==> src/rtl/vga_mem_arbiter.sv <==
// Arbitrates a single-port pixel memory between line-buffer prefetch bursts and a writer,
// offering one write slot between display bursts and streaming read data into a line buffer.
module vga_mem_arbiter #(
    parameter int unsigned H_ACTIVE = 640,
    parameter int unsigned BURST    = 16,
    parameter int unsigned ADDR_W   = 19
) (
    input  logic              clk,
    input  logic              rst,
    input  logic              line_req,
    input  logic [9:0]        line_num,
    input  logic              wr_req,
    input  logic [ADDR_W-1:0] wr_addr,
    input  logic [7:0]        wr_data,
    output logic              wr_ack,
    output logic [ADDR_W-1:0] mem_addr,
    output logic              mem_we,
    output logic [7:0]        mem_wdata,
    input  logic [7:0]        mem_rdata,
    output logic              lb_we,
    output logic [9:0]        lb_addr,
    output logic [7:0]        lb_wdata,
    output logic              line_done,
    output logic              busy,
    output logic              overrun
);

    localparam int unsigned CW = $clog2(BURST + 1);
    localparam logic [31:0] HA = 32'(H_ACTIVE);
    localparam logic [9:0]  LAST_X = 10'(H_ACTIVE - 1);

    typedef enum logic [1:0] {IDLE, RD, WSLOT} state_t;

    state_t            state;
    logic [ADDR_W-1:0] base;
    logic [ADDR_W-1:0] line_base;
    logic [9:0]        x;
    logic [CW-1:0]     burst_cnt;
    logic              rd_valid;
    logic [9:0]        rd_x;
    logic              busy_q;
    logic              overrun_q;
    logic              accept;
    logic              last_read;
    logic              slot_ok;
    logic              write_grant;

    // line_num * H_ACTIVE as a sum of shifted copies, one per set bit of the constant
    always_comb begin
        line_base = '0;
        for (int b = 0; b < 32; b++) begin
            if (HA[b]) line_base = line_base + (ADDR_W'(line_num) << b);
        end
    end

    assign accept      = line_req && (state == IDLE) && !busy_q;
    assign last_read   = (x == LAST_X);
    assign slot_ok     = ((int'(burst_cnt) + 1) >= int'(BURST)) && wr_req && !last_read;
    assign write_grant = !rst && wr_req && (((state == IDLE) && !accept) || (state == WSLOT));

    always_comb begin
        mem_we    = write_grant;
        wr_ack    = write_grant;
        mem_wdata = write_grant ? wr_data : 8'h00;
        mem_addr  = '0;
        if (write_grant) begin
            mem_addr = wr_addr;
        end else if (state == RD && !rst) begin
            mem_addr = base + ADDR_W'(x);
        end
    end

    // Read data arrives one cycle after its address, so the line-buffer side lags by one.
    assign lb_we     = rd_valid;
    assign lb_addr   = rd_x;
    assign lb_wdata  = rd_valid ? mem_rdata : 8'h00;
    assign line_done = rd_valid && (rd_x == LAST_X);
    assign busy      = busy_q;
    assign overrun   = overrun_q;

    always_ff @(posedge clk) begin
        if (rst) begin
            state     <= IDLE;
            base      <= '0;
            x         <= '0;
            burst_cnt <= '0;
            rd_valid  <= 1'b0;
            rd_x      <= '0;
            busy_q    <= 1'b0;
            overrun_q <= 1'b0;
        end else begin
            rd_valid <= (state == RD);
            rd_x     <= x;
            if (line_req && !accept) overrun_q <= 1'b1;
            if (accept) busy_q <= 1'b1;
            else if (line_done) busy_q <= 1'b0;

            unique case (state)
                IDLE: begin
                    if (accept) begin
                        base      <= line_base;
                        x         <= '0;
                        burst_cnt <= '0;
                        state     <= RD;
                    end
                end
                RD: begin
                    x <= x + 10'd1;
                    if (last_read) begin
                        state <= IDLE;
                    end else if (slot_ok) begin
                        state     <= WSLOT;
                        burst_cnt <= '0;
                    end else if (int'(burst_cnt) < int'(BURST)) begin
                        // saturate so a late wr_req still gets the next slot
                        burst_cnt <= burst_cnt + 1'b1;
                    end
                end
                WSLOT: state <= RD;
                default: state <= IDLE;
            endcase
        end
    end

endmodule

==> config.mk <==
export PLATFORM = sky130hd
export DESIGN_NAME = vga_mem_arbiter
export DESIGN_NICKNAME = d
export VERILOG_FILES = /design/src/rtl/vga_mem_arbiter.sv
export SDC_FILE = /design/constraint.sdc
export NUM_CORES = 1
export LEC_CHECK = 0
export CORE_ASPECT_RATIO = 1.5
export CORE_MARGIN = 4
export CORE_UTILIZATION = 35
export DETAILED_ROUTE_END_ITERATION = 8
export DONT_BUFFER_PORTS = 1
export PLACE_DENSITY = 0.57
export SLEW_MARGIN = 0
export SYNTH_ARGS = -nofsm -noshare
export SYNTH_HDL_FRONTEND = slang
export SYNTH_SLANG_ARGS = --single-unit
==> constraint.sdc <==
create_clock -name clk -period 5.3 [get_ports clk]
set_input_delay 1.06 -clock clk [delete_from_list [all_inputs] [get_ports clk]]
set_output_delay 1.06 -clock clk [all_outputs]
set_load 0.05 [all_outputs]
==> out/qor.yml <==
power_and_ir_drop:
  cellPowerDensity_nw_per_um2: 264
  p_switching_w: 0.000236
  p_sw_share_pct: 31.5
  seqPwrFrac_pct: 47.0
  pwr-share-comb_pct: 20.1
  internal_power_w: 0.000514
  p_clk_share_pct: 32.9
  peakVddDrop_mv: 0.111
  leakagePower_nw: 1.10
grt:
  gr-total-overflow: 0
  antenna_found_initial: 0
  grtUsageTotal_pct: 15.3
  grt_pass1_vias: 2224
  grt_max_degree: 47
  grt_pass1_wl_um: 10800
logic_synthesis:
  yosysSeqAreaShare_pct: 32.4
  ys_ff_latch: 42
  async_reset_ff_share_pct: 0
  synth-edff-count: 0
  synth_nets: 375
  synth-warning-count: 0
  avgSynthCellArea_um2: 8.35
  synthDistinctLibCells: 53
  synthFlopType: "dfxtp_1"
  syn_area_um2: 2600
  syn_inst: 311
setup_path:
  reg2regPathDepth: 5
  crit_required_ns: 4.24
  slowest_delay_ns: 0.80
  cp-end-kind: "output pin"
  path_cells: "ha_1, fa_1, a21oi_1, nor2_1, nand2_1, xor2_1, o31ai_2"
  path_max_fanout: 7
  cp_slowest_cell: "o31ai_2"
  crit_type: "flip-flop to output pin"
  worst_setup_path_start_kind: "flip-flop"
  arrival_ns: 2.66
clock_network:
  hold_buffers: 0
  ctsResizeCount: 0
  cts_htree_levels: 2
  clk_latency_ns: 0.29
  cts.path.max_buffers: 2
  clock-sinks: 42
  cts_tree: "done"
  numCtsBuffers: 5
  cts_setup_buffers: 0
  clkSlewWorstSetupHoldPaths_ns: 0.08
  cts_root_buf: "clkbuf_8"
final_layout:
  final_common_cell: "dfxtp_1"
  regArea_um2: 841
  synthToLayoutAreaGrowth_pct: 9.30
  antenna_cells: 0
  layout_common_cells: "42 x dfxtp_1, 23 x nand2_1, 22 x a21oi_1"
  drive_gt1_share_pct: 7.49
  multi_input_area_um2: 1670
  final_nets: 370
  nFillCells: 772
die:
  die_area_um2: 8890
  coreArea_um2: 7230
  initial_core_util_pct: 35.9
  fp.dieH_um: 113
  die_w_um: 78.3
  ios: 100
  rows: 38
sta:
  finalHoldViolCount: 0
  clock.fmax_mhz: 269
  tns_ns: 0
  clock_skew_ns: 0.00737
  slew_viol_final: 0
  period_minus_slack_ns: 3.72
  finalCritPeriodShare_pct: 70.2
  tightest_slew_ns: 0.990
  slew_headroom_pct: 33.6
  finalSetupViolCount: 0
  rsz0062_at_grt: "no"
  worst_slack_ns: 1.58
drt:
  ant_nets: 0
  drc: 0
  wl_um: 6880
  via_per_inst: 5.67
  drt_iter0_drc: 85
  num_vias: 2307
  drt_pass1_iterations: 4
  wl_per_cell_um: 16.9
job:
  cap_violations: 0
placement:
  hpwl_um: 5350
  dp_slack_ns: 1.55
  io_buffers: 0
  place.gp.congestion: 0.787
min_path:
  hold_class: "flip-flop to flip-flop"
  holdPathStages: 2
run_status:
  outcome: "completed"
critical path, delay by kind of cell (launching register included):
family	cells	cell delay, ns
DFF	1	0.38
xor gates and xnor gates	1	0.09
adders and majority gates	2	0.63
and+or+nand+nor	2	0.20
AOI/OAI and AO/OA	2	1.06
synth_stat cells (3+ instances only):
cell type / instances / area share [%]
o21ai_0: 6 / 1.2
a21o_1: 5 / 1.4
a31oi_1: 4 / 0.96
o31ai_1: 3 / 0.87
xnor2_1: 4 / 1.3
and3_1: 7 / 1.7
xor2_1: 7 / 2.4
o211ai_1: 3 / 0.87
dfxtp_1: 42 / 32
a21oi_1: 22 / 4.2
a211oi_1: 5 / 1.4
clkbuf_1: 12 / 1.7
o21a_1: 3 / 0.87
nand4_1: 11 / 2.7
nand2_1: 23 / 3.3
and2_1: 17 / 4.1
ha_1: 13 / 6.3
inv_1: 10 / 1.4
nor2_1: 15 / 2.2
or2_2: 3 / 0.72
nor2b_1: 13 / 3.1
nand3_1: 15 / 2.9
nor3_1: 5 / 0.96
o32ai_1: 3 / 1.0
nand2b_1: 6 / 1.4
a22o_1: 18 / 6.1
path summary, 6_finish.rpt:
| path | start | to | slack [ns] |
|---|---|---|---|
| worst min-delay path | base[9]$_SDFFE_PP0P_ | base[9]$_SDFFE_PP0P_ | 0.46 |
| worst min register to register | base[9]$_SDFFE_PP0P_ | base[9]$_SDFFE_PP0P_ | 0.46 |
| worst max-delay path | x[7]$_SDFFE_PP0P_ | mem_addr[15] | 1.58 |
| worst max register to register | busy$_SDFFE_PP0P_ | burst_cnt[2]$_SDFFE_PP0P_ | 2.85 |
state kept, by name, indices dropped and copies added (netlist names):
register / cells
lb_we: 1
base: 12
state: 2
overrun: 1
lb_addr: 10
x: 10
busy: 1
burst_cnt: 5
logic make-up after synthesis:
group	count (synthesis)	synth area share, %
flops	42	32.4
mux	2	0.819
xor+xnor	11	3.71
simple gates	128	27.5
fa+ha+maj	15	7.81
compound gates	86	23.7
buf+inv	27	4.14
area by class of cell:
| cell class | instances | share of cell area [%] |
|---|---|---|
| sequential | 42 | 29.6 |
| clock buffer | 5 | 2.43 |
| tap | 100 | 4.41 |
| inverter | 10 | 1.32 |
| clock inverter | 3 | 1.41 |
| multi-input combinational | 242 | 58.8 |
| timing repair buffer | 5 | 2.03 |
power by group through the flow:
stage	sequential [W]	clock [W]	combinational, W
after floorplan	0.000355	0	0.000130
after global placement	0.000359	0	0.000149
after detailed placement	0.000360	0	0.000151
after CTS	0.000352	0.000256	0.000152
after global routing	0.000355	0.000268	0.000166
final	0.000352	0.000247	0.000151
per-layer routing:
layer	routed length (um)	global-route usage, %	up-vias	part of all wire, %
li1	-	-	1133	-
met2	3730	29.2	64	54
met5	0	0	-	0
met3	336	3.08	7	4.9
met4	137	5.83	0	2.0
met1	2680	16.1	1103	39
stage by stage:
stage               power, W  utilization, %  area, um2  hold slack [ns]  instances
global route        0.000789            39.3       2840            0.496        407
floorplan           0.000486               -       2600            0.441        311
detailed placement  0.000511            37.8       2730            0.452        399
finish              0.000750            39.3       2840            0.461        407
global placement    0.000508            37.8       2730            0.448        399
CTS                 0.000760            39.3       2840            0.465        407
No activity file was read; power rests on OpenSTA's default activity.
